File: config.mk
export PLATFORM = sky130hd
export DESIGN_NAME = div_flat
export DESIGN_NICKNAME = d
export VERILOG_FILES = /design/src/rtl/div_if.sv /design/src/rtl/div.sv /design/src/flat_wrapper.sv
export SDC_FILE = /design/constraint.sdc
export NUM_CORES = 1
export LEC_CHECK = 0
export BUFFER_PORTS_ARGS = -buffer_cell sky130_fd_sc_hd__buf_2
export CAP_MARGIN = 15
export CORE_ASPECT_RATIO = 1.5
export CORE_MARGIN = 2
export CORE_UTILIZATION = 45
export CTS_BUF_LIST = sky130_fd_sc_hd__clkbuf_8
export DETAILED_ROUTE_END_ITERATION = 10
export SETUP_SLACK_MARGIN = 0.4
export SKIP_CTS_REPAIR_TIMING = 1
export SYNTH_ARGS = -nofsm -noshare
export SYNTH_HDL_FRONTEND = slang
export SYNTH_SLANG_ARGS = --single-unit
File: constraint.sdc
create_clock -name clk -period 10.9 [get_ports clk]
set_input_delay 0.545 -clock clk [delete_from_list [all_inputs] [get_ports clk]]
set_output_delay 0.545 -clock clk [all_outputs]
set_load 0.01 [all_outputs]
File: src/rtl/div_if.sv
// Handshake and operand bus between the execute stage (master) and the
// multi-cycle divider (slave).
interface div_if #(
  parameter int WIDTH = 32
);
  logic               signed_div_i;
  logic [WIDTH-1:0]   opdata1_i;
  logic [WIDTH-1:0]   opdata2_i;
  logic               start_i;
  logic               annul_i;
  logic [2*WIDTH-1:0] result_o;
  logic               ready_o;

  modport master (
    output signed_div_i, opdata1_i, opdata2_i, start_i, annul_i,
    input  result_o, ready_o
  );

  modport slave (
    input  signed_div_i, opdata1_i, opdata2_i, start_i, annul_i,
    output result_o, ready_o
  );
endinterface

File: src/rtl/div.sv
// Radix-2 restoring divider for DIV/DIVU/REM/REMU: one quotient bit per
// cycle on operand magnitudes, sign-corrected on completion.
module div #(
  parameter int WIDTH = 32,
  parameter int CNT_W = 6
) (
  input  logic clk,
  input  logic rst,
  div_if.slave bus
);

  typedef enum logic [1:0] {FREE, BY_ZERO, ON, END} state_t;

  state_t             state;
  logic [CNT_W-1:0]   cnt;
  logic [WIDTH-1:0]   dividend;
  logic [WIDTH-1:0]   divisor;
  logic [WIDTH-1:0]   rem;
  logic               neg_dividend;
  logic               neg_divisor;
  logic [2*WIDTH-1:0] result;
  logic               ready;

  logic [WIDTH:0]     rem_shift;
  logic               fits;
  logic [WIDTH-1:0]   rem_next;
  logic [WIDTH-1:0]   quo_next;

  function automatic logic [WIDTH-1:0] cond_neg(input logic [WIDTH-1:0] x,
                                                input logic neg);
    return neg ? (~x + WIDTH'(1)) : x;
  endfunction

  // The partial remainder keeps its top bit so divisors >= 2^(WIDTH-1)
  // still compare correctly; the subtraction result always fits in WIDTH.
  always_comb begin
    rem_shift = {rem, dividend[WIDTH-1]};
    fits      = rem_shift >= {1'b0, divisor};
    rem_next  = fits ? (rem_shift[WIDTH-1:0] - divisor) : rem_shift[WIDTH-1:0];
    quo_next  = {dividend[WIDTH-2:0], fits};
  end

  always_ff @(posedge clk or negedge rst) begin
    if (!rst) begin
      state        <= FREE;
      cnt          <= '0;
      dividend     <= '0;
      divisor      <= '0;
      rem          <= '0;
      neg_dividend <= 1'b0;
      neg_divisor  <= 1'b0;
      result       <= '0;
      ready        <= 1'b0;
    end else begin
      case (state)
        FREE: begin
          ready  <= 1'b0;
          result <= '0;
          rem    <= '0;
          cnt    <= '0;
          if (bus.start_i && !bus.annul_i) begin
            neg_dividend <= bus.signed_div_i & bus.opdata1_i[WIDTH-1];
            neg_divisor  <= bus.signed_div_i & bus.opdata2_i[WIDTH-1];
            divisor      <= cond_neg(bus.opdata2_i,
                                     bus.signed_div_i & bus.opdata2_i[WIDTH-1]);
            if (bus.opdata2_i == '0) begin
              // Raw dividend kept: it is returned unchanged as the remainder.
              dividend <= bus.opdata1_i;
              state    <= BY_ZERO;
            end else begin
              dividend <= cond_neg(bus.opdata1_i,
                                   bus.signed_div_i & bus.opdata1_i[WIDTH-1]);
              state    <= ON;
            end
          end
        end

        BY_ZERO: begin
          if (bus.annul_i || !bus.start_i) begin
            state <= FREE;
          end else begin
            result <= {dividend, {WIDTH{1'b1}}};
            ready  <= 1'b1;
            state  <= END;
          end
        end

        ON: begin
          if (bus.annul_i || !bus.start_i) begin
            state <= FREE;
          end else begin
            // Quotient bits shift into the vacated low end of the dividend.
            dividend <= quo_next;
            rem      <= rem_next;
            cnt      <= cnt + CNT_W'(1);
            if (cnt == CNT_W'(WIDTH - 1)) begin
              result <= {cond_neg(rem_next, neg_dividend),
                         cond_neg(quo_next, neg_dividend ^ neg_divisor)};
              ready  <= 1'b1;
              state  <= END;
            end
          end
        end

        END: begin
          if (!bus.start_i) begin
            result <= '0;
            ready  <= 1'b0;
            state  <= FREE;
          end
        end

        default: state <= FREE;
      endcase
    end
  end

  assign bus.result_o = result;
  assign bus.ready_o  = ready;

endmodule

File: src/flat_wrapper.sv
// flat-port wrapper written by rule: the top's interface ports become plain ports
module div_flat 
#(
  parameter int WIDTH = 32,
  parameter int CNT_W = 6
)
  (clk, rst, bus_signed_div_i, bus_opdata1_i, bus_opdata2_i, bus_start_i, bus_annul_i, bus_result_o, bus_ready_o);
  div_if #(.WIDTH(WIDTH)) bus_i ();
  input  logic clk;
  input  logic rst;
  input wire logic [$bits(bus_i.signed_div_i)-1:0] bus_signed_div_i;
  input wire logic [$bits(bus_i.opdata1_i)-1:0] bus_opdata1_i;
  input wire logic [$bits(bus_i.opdata2_i)-1:0] bus_opdata2_i;
  input wire logic [$bits(bus_i.start_i)-1:0] bus_start_i;
  input wire logic [$bits(bus_i.annul_i)-1:0] bus_annul_i;
  output wire logic [$bits(bus_i.result_o)-1:0] bus_result_o;
  output wire logic [$bits(bus_i.ready_o)-1:0] bus_ready_o;
  assign bus_i.signed_div_i = bus_signed_div_i;
  assign bus_i.opdata1_i = bus_opdata1_i;
  assign bus_i.opdata2_i = bus_opdata2_i;
  assign bus_i.start_i = bus_start_i;
  assign bus_i.annul_i = bus_annul_i;
  assign bus_result_o = bus_i.result_o;
  assign bus_ready_o = bus_i.ready_o;
  div #(.WIDTH(WIDTH), .CNT_W(CNT_W)) u_core (.clk(clk), .rst(rst), .bus(bus_i));
endmodule
# == Word level (Yosys, flattened, before mapping) ==
# Index checks and enable logic that the tools add are counted.
# word_totals
regBits,171
in_bits,69
# classes
n_addsub,6
order_cmp,1
n_eq_ne,10
mux,30
bitwise,7
reduce_logical,12
# op_table
cell,n
$mux W32,9
$mux W64,4
$pmux W64 S4,1
$add A32 B1 Y32 const B,4
$not A32 Y32,4
$pmux W32 S2,2
$ge A33 B32 Y1,1
$logic_not A32 Y1,1
$sub A32 B32 Y32,1
$mux W2,6
$pmux W6 S2,1
$pmux W2 S4,1
$add A6 B1 Y6 const B,1
$eq A6 B5 Y1 const B,1
$mux W6,1
$ne A2 B2 Y1 const B,3
$reduce_and A3 Y1,2
$eq A2 B2 Y1 const B,2
$mux W1,4
$ne A2 B1 Y1 const B,2
$pmux W1 S4,1
$reduce_and A2 Y1,2
$reduce_and A4 Y1,1
$ne A3 B1 Y1 const B,1
other kinds (8),10

# == Logic depth before layout (Yosys ltp) ==
# Gate-level depths: netlist of the first run.
# logic_depth
depth_word,8
ltp_mapped,23

# == Least setup slack after synthesis of the first run ==
# No wires, ideal clock.
# synth_path
kind,reg-to-reg
from,reg u_core.rem[2]
to,reg u_core.result[30] (netlist: u_core.bus.result_o[30])
setup_ns,0.083
arrival_time_ns,4.527
t_required_ns,10.817
setup_slack_ns,6.291
stages_incl_launch_ff,22
path_buffers,4
period_less_slack_ns,4.609
cell_sequence,dfrtp_1 -> ha_1 -> a21o_1 -> a21oi_2 -> nand2_2 -> a221oi_4 -> a21oi_1 -> o21a_1 -> buf_4 -> inv_4 -> buf_2 -> buf_2 -> buf_1 -> ha_1 -> nand2b_1 -> nor4_1 -> nand2_1 -> or3_1 -> o41ai_2 -> xnor2_1 -> a21oi_1 -> o21ai_0
# synth_between
elab_chain_cells,7
# synth_lines
item,line_no,source
from (decl),div.sv:18,logic [WIDTH-1:0] rem;
from (signal assigned),div.sv:94,rem <= rem_next;
$ge A33 B32 Y1,div.sv:38,"fits = rem_shift >= {1'b0, divisor};"
$not A32 Y32,div.sv:31,return neg ? (~x + WIDTH'(1)) : x;
$add A32 B1 Y32,div.sv:31,
$mux W32,div.sv:31,
$mux W64,div.sv:96,if (cnt == CNT_W'(WIDTH - 1)) begin
$mux W64,div.sv:89,if (bus.annul_i || !bus.start_i) begin
$pmux W64 S4,div.sv:55,case (state)
to (signal assigned),div.sv:82,"result <= {dividend, {WIDTH{1'b1}}};"
to (signal assigned),div.sv:97,"result <= {cond_neg(rem_next, neg_dividend),"
to (decl),div.sv:21,logic [2*WIDTH-1:0] result;
# No other way between the ends. The select of a mux whose other input is x is not followed.
# A chain may end at the register's enable or synchronous reset.

# == Final worst setup path of the first run ==
# layout_path
from,reg u_core.rem[20]
to,reg u_core.result[62] (netlist: u_core.bus.result_o[62])
# layout_between
elab_chain_cells,8
elab_cells_between_ends,9
classes_between,2 x add/sub; 1 x order compare; 5 x mux; 1 x bitwise
# layout_lines
item,line_no,source
$sub A32 B32 Y32 / $ge A33 B32 Y1 (equally long branches),"div.sv:39, div.sv:38",
$mux W32 (*),div.sv:39,rem_next = fits ? (rem_shift[WIDTH-1:0] - divisor) : rem_shift[WIDTH-1:0];
$not A32 Y32,div.sv:31,
$add A32 B1 Y32,div.sv:31,
$mux W32 (*),div.sv:31,
$mux W64 (*),div.sv:96,
$mux W64 (*),div.sv:89,
$pmux W64 S4 (*),div.sv:55,
# Every way passes the cells marked *; elsewhere a longest branch is shown, timed or not. The select of a mux whose other input is x is not followed.

==> results by group, run 1 <==
Timing
  • Setup-failing EPs final: 0
  • Tightest Pin Transition: 1.01 ns
  • Slew headroom: 32.6%
  • Final Hold Viols: 0
  • WHS: 0.154 ns
  • Setup TNS: 0 ns
  • Peak Freq: 190 MHz
  • Min Tclk post-route: 5.26 ns
  • RSZ-0062 raised after global routing: no
  • Final Skew: 0.0110 ns
  • Fin crit share: 48.3%
  • Final Max Tran Viols: 0

Worst setup path
  • Critical Path AT: 5.65 ns
  • Critical Path Start: u_core.rem[20]
  • Critical Path RT: 11.29 ns
  • RR Startpoint: u_core.rem[20]
  • Startpoint Class: flip-flop
  • Worst Setup End Kind: flip-flop
  • WS Path Type: flip-flop to flip-flop
  • Crit Path Max Fanout: 37

Route
  • Post-Route WL: 36.6 mm
  • 1st-pass router iterations: 5
  • DR iter-0 viols: 596
  • # DRC: 0
  • Vias: 11500
  • Vias per inst: 5.78
  • Wirelength per Cell: 18.4 um
  • Routed Antenna Nets: 0

Clocking
  • CTS tree: done
  • Clk slew on worst S/H paths: 0.09 ns
  • CTS Buf Count: 17
  • CTS max path bufs: 2
  • # clock sinks: 171
  • # H-tree levels: 4
  • Worst-skew pair later-pin latency: 0.52 ns
  • Clock root buffer: clkbuf_8

Yosys
  • Post-synthesis sequential area ratio: 33.8%
  • Count of different cell masters after synthesis: 87
  • Flops & latches, synth: 171
  • Total number of yosys warnings: 0
  • Mapped Cells: 1572
  • EDFF count, synth: 0
  • Synthesized cell area: 12600 um2
  • Asr flop ratio synth: 100%
  • Synth Area per Inst: 8.05 um2
  • Primary FF master, synth: dfrtp_1
  • Syn Nets: 1683

Global route
  • Vias in the first global route: 11200
  • First-pass GRT wire length: 59.4 mm
  • Initial antenna violation count: 0
  • Total Routing Usage GR: 25.3%
  • Total grt overflow: 0
  • Largest net degree at the start of global routing: 110

Power and ir drop
  • VDD IR max: 0.000121 V
  • Power Total: 3.45 mW
  • Leak: 6.02 nW
  • Pwr Density: 251 nW/um2

Floorplan
  • Row count: 75
  • Die area: 29500 um2
  • Core area: 27800 um2
  • Starting Density: 45.5%
  • Ports: 134
  • Die Span Y: 209 um
  • Die Wd: 141 um

Hold path
  • Hold Path Class: input pin to async pin

Cells and area
  • Share of post-route cells with drive strength above 1: 13.8%
  • P&R area growth vs syn: 8.83%
  • FILL cells: 2761
  • Fin nets: 1745

Run status
  • Status: completed

Placement
  • Hpwl dp: 27.6 mm
  • IO buf count: 133
  • GP Congestion: 0.921

Run
  • Count of max-cap constraint violations: 0
-- routing by layer --
layer	global-route usage, %	up-vias	part of all wire, %
li1	-	5690	-
met4	8.52	0	2.6
met5	0	-	0
met3	4.20	56	4.2
met1	31.9	5490	43
met2	44.1	279	50
-- worst max-delay path, stage by stage (launching register included) --
cell	delay (ns)
dfrtp_1	0.42
ha_1	0.50
nand4_1	0.30
nor4b_4	0.40
nand3_1	0.17
and3_1	0.22
o21ai_0	0.12
o21a_2	0.37
inv_4	0.22
mux2i_1	0.33
ha_1	0.25
nand2_1	0.08
or3_1	0.32
nor3_1	0.31
and3_1	0.27
o221ai_2	0.21
o41ai_2	0.43
xnor2_1	0.15
o21ai_1	0.07
-- synth_stat cells (all sizes together) (3+ instances only) --
master,number,area share [%]
nand4b,3,0.21
xnor2,74,5.1
nor2,122,3.6
ha,41,4.1
a221oi,5,0.48
a2111oi,3,0.21
nor4,16,1.1
o22ai,12,0.59
nor3,34,1.4
dfrtp,171,34
buf,35,1.6
or2,5,0.25
nor4b,3,0.38
xor2,72,5.0
nand2,201,6.0
inv,53,1.6
a32oi,3,0.21
a211oi,10,0.67
o31a,3,0.23
o21a,7,0.42
and2,10,0.49
a31oi,7,0.40
o41ai,16,1.7
o211ai,7,0.42
a21oi,152,6.0
o31ai,23,1.7
nand3,52,2.1
or3,17,0.92
nand4,9,0.45
o21ai,215,8.6
a22oi,10,0.59
o311ai,3,0.21
or4,10,0.68
mux2i,28,2.2
and3,13,0.64
nand2b,12,0.59
nor3b,4,0.24
a21o,8,0.47
nor2b,8,0.46
clkbuf,67,2.0
nand3b,3,0.18
-- worst paths after layout --
path	endpoint	slack [ns]	depth (start not counted)
worst max-delay path	u_core.bus.result_o[62]	5.64	18
worst min-delay path	u_core.bus.result_o[3]	0.15	1
worst max register to register	u_core.bus.result_o[62]	5.64	18
worst min register to register	u_core.bus.result_o[11]	0.47	2
max in group asynchronous	u_core.dividend[31]	9.21	2
min in group clk	u_core.divisor[31]	0.30	3
-- placed cells by master (no fill, tap or decap), types with 8 or more instances in the layout --
| master | instances |
|---|---|
| nor4_1 | 13 |
| nand3_1 | 51 |
| nand2b_1 | 11 |
| o21ai_1 | 15 |
| o22ai_1 | 12 |
| a21o_1 | 8 |
| a211oi_1 | 8 |
| buf_4 | 12 |
| buf_2 | 132 |
| o31ai_1 | 20 |
| and3_1 | 13 |
| nor3_1 | 32 |
| inv_1 | 55 |
| nand4_1 | 9 |
| o41ai_2 | 8 |
| a22oi_1 | 10 |
| and2_1 | 10 |
| clkbuf_8 | 21 |
| ha_1 | 40 |
| a21oi_1 | 151 |
| nand2_1 | 198 |
| or3_1 | 15 |
| o21ai_0 | 197 |
| nor2_1 | 122 |
| xnor2_1 | 74 |
| dfrtp_1 | 171 |
| xor2_1 | 72 |
| mux2i_1 | 28 |
-- stage by stage --
stage / worst slack, ns / util, % / cell area [um2] / instances
after floorplan: 6.29 / - / 12600 / 1572
after global placement: 5.77 / 48.3 / 13400 / 1961
after detailed placement: 5.65 / 48.3 / 13400 / 1961
after CTS: 5.64 / 49.5 / 13800 / 1991
after global routing: 5.23 / 49.5 / 13800 / 1991
final: 5.64 / 49.6 / 13800 / 1992
-- layout make-up --
type | instances | area (um2) | share of cell area (%)
Antenna cell | 1 | 2.50 | 0.0182
Clock buffer | 21 | 289 | 2.10
Clock inverter | 9 | 50.0 | 0.364
Inverter | 53 | 201 | 1.46
Multi-Input combinational cell | 1246 | 7750 | 56.3
Sequential cell | 171 | 4280 | 31.1
Tap cell | 346 | 433 | 3.15
Timing Repair Buffer | 145 | 762 | 5.54
-- registers in the layout (all words and copies together) (netlist names) --
register             count
u_core.bus.ready_o       1
u_core.neg_divisor       1
u_core.bus.result_o     64
u_core.state             2
u_core.rem              32
u_core.divisor          32
u_core.neg_dividend      1
u_core.cnt               6
u_core.dividend         32
-- where the power goes --
part           total, mW  switching (mW)  internal, mW  leakage [nW]
sequential          1.04           0.195         0.842          2.25
combinational       1.99            1.27         0.720          3.58
clock              0.418           0.242         0.176         0.184
-- kinds of logic (layout without fill, tap and decap cells) --
kind of cell,count (synthesis),count (layout),synth area share (%)
other,0,1,0
XOR/XNOR,146,146,10.1
multiplexers,28,28,2.22
adder cells (fa/ha/maj),42,42,4.21
AO/OA/AOI/OAI,505,505,24.5
flip-flops,171,171,33.8
AND/OR/NAND/NOR,525,525,19.9
buffers and inverters,155,228,5.18
No activity file was read; power rests on OpenSTA's default activity.
==> run 2, diff against run 1 <==
==> constraint.sdc (replaced) <==
create_clock -name clk -period 5.4 [get_ports clk]
set_input_delay 0.27 -clock clk [delete_from_list [all_inputs] [get_ports clk]]
set_output_delay 0.27 -clock clk [all_outputs]
set_load 0.01 [all_outputs]
==> run 2 against run 1 <==
Effect of this change:
- non-clock buffer count up 7
- sequential cell count is the same
- core utilization rose by 0.58 points
- critical path depth stayed put
- critical endpoint unchanged
- largest cell class unchanged
- largest power group unchanged
==> results by group, run 2 (same netlist as run 1, synthesis figures left out) <==
Clocking
  • CTS tree: done
  • # clock sinks: 171
  • Clk slew on worst S/H paths: 0.11 ns
  • # H-tree levels: 4
  • Clock root buffer: clkbuf_8
  • CTS max path bufs: 2
  • CTS Buf Count: 17
  • Worst-skew pair later-pin latency: 0.52 ns

Global route
  • Initial antenna violation count: 1
  • Total Routing Usage GR: 25.1%
  • Largest net degree at the start of global routing: 94
  • Vias in the first global route: 11200
  • First-pass GRT wire length: 58.8 mm
  • Total grt overflow: 0

Run
  • Count of max-cap constraint violations: 0

Route
  • DR iter-0 viols: 591
  • 1st-pass router iterations: 5
  • Vias: 11500
  • Routed Antenna Nets: 0
  • Wirelength per Cell: 18.2 um
  • Vias per inst: 5.76
  • Post-Route WL: 36.4 mm
  • # DRC: 0

Timing
  • Tightest Pin Transition: 0.911 ns
  • Min Tclk post-route: 4.74 ns
  • Slew headroom: 39.3%
  • RSZ-0062 raised after global routing: no
  • Peak Freq: 211 MHz
  • Final Max Tran Viols: 0
  • Setup TNS: 0 ns
  • Final Hold Viols: 0
  • Final Skew: 0.0230 ns
  • Setup-failing EPs final: 0
  • Fin crit share: 87.8%

Worst setup path
  • Startpoint Class: flip-flop
  • Worst Setup End Kind: flip-flop
  • Critical Path RT: 5.77 ns
  • WS Path Type: flip-flop to flip-flop
  • Crit Path Max Fanout: 16
  • Critical Path AT: 5.11 ns

Cells and area
  • Commonest non-fill, non-tap cell in the layout: nand2_1
  • P&R area growth vs syn: 10.1%
  • Max reg flops: 64
  • Commonest non-fill, non-tap cells in the layout: nand2_1, o21ai_0, dfrtp_1
  • Fin nets: 1752
  • Number of cells in the finished layout apart from fillers: 2001
  • Finished Core Util: 50.1%
  • Share of post-route cells with drive strength above 1: 14.8%

Floorplan
  • Starting Density: 45.5%
  • Die Span Y: 209 um
  • Ports: 134
  • Core area: 27800 um2
  • Row count: 75
  • Die Wd: 141 um
  • Die area: 29500 um2

Placement
  • IO buf count: 133
  • GP Congestion: 0.966
  • Hpwl dp: 27.8 mm
  • Placed cells: 1967

Power and ir drop
  • Leak: 6.06 nW
  • VDD IR max: 0.000209 V
  • Pwr Density: 508 nW/um2

Hold path
  • Hold Path Class: input pin to flip-flop

Run status
  • Status: completed
run 2: cell types whose count changed in the layout (fill, tap and decap cells not counted), moves of 2 or more:
cell       delta
buf_4         +6
inv_1         -3
ha_1          -3
bufinv_16     +2
ha_2          +3
inv_6         +3
run 2: power breakdown:
group	switching [mW]	internal [mW]	total, mW
registers	0.401	1.70	2.10
logic	2.53	1.47	4.00
clock network	0.520	0.452	0.973
run 2: per-stage QoR:
step	area [um2]	hold slack (ns)	power, mW	worst slack (ns)
6_report	13900	0.0188	7.07	0.658
5_1_grt	13900	0.0255	7.71	0.418
4_1_cts	13900	-0.225	7.10	0.435
3_5_place_dp	13500	0.345	6.11	0.454
3_3_place_gp	13500	0.346	6.08	0.583
2_1_floorplan	12600	-0.0256	5.01	0.791
run 2: final timing paths:
check | start | end | slack [ns] | cells after the start
setup / recovery | u_core.rem[22] | u_core.bus.result_o[62] | 0.66 | 18
setup reg to reg | u_core.rem[22] | u_core.bus.result_o[62] | 0.66 | 18
min in group asynchronous | rst | u_core.dividend[6] | 0.34 | 2
hold / removal | bus_opdata2_i[31] | u_core.divisor[31] | 0.02 | 3
hold reg to reg | u_core.bus.result_o[11] | u_core.bus.result_o[11] | 0.48 | 2
max in group asynchronous | rst | u_core.divisor[21] | 3.88 | 3
run 2: critical path, stage by stage (launching register included):
cell and delay, ns:
dfrtp_1 0.45, ha_1 0.47, nand4_1 0.27, nor4b_4 0.35
nand3_1 0.11, and3_1 0.21, o21ai_0 0.13, o21a_4 0.34
inv_4 0.07, mux2i_2 0.24, ha_1 0.24, nand2_1 0.08
or3_1 0.34, nor3_2 0.22, and3_1 0.24, o221ai_2 0.22
o41ai_2 0.38, xnor2_1 0.15, o21ai_1 0.07
run 2: layer usage:
metal,wire [um],vias up,track usage [%]
li1,-,5718,-
met1,15500,5476,30.9
met2,18400,280,44.5
met3,1400,55,3.17
met4,1120,0,9.93
met5,0,-,0
run 2: layout make-up:
cell class | instances | area [um2]
fill | 2788 | 13900
multi-input combinational | 1246 | 7780
sequential | 171 | 4280
timing repair buffer | 152 | 817
tap | 346 | 433
clock buffer | 20 | 275
inverter | 53 | 201
clock inverter | 12 | 136
antenna | 1 | 2.50
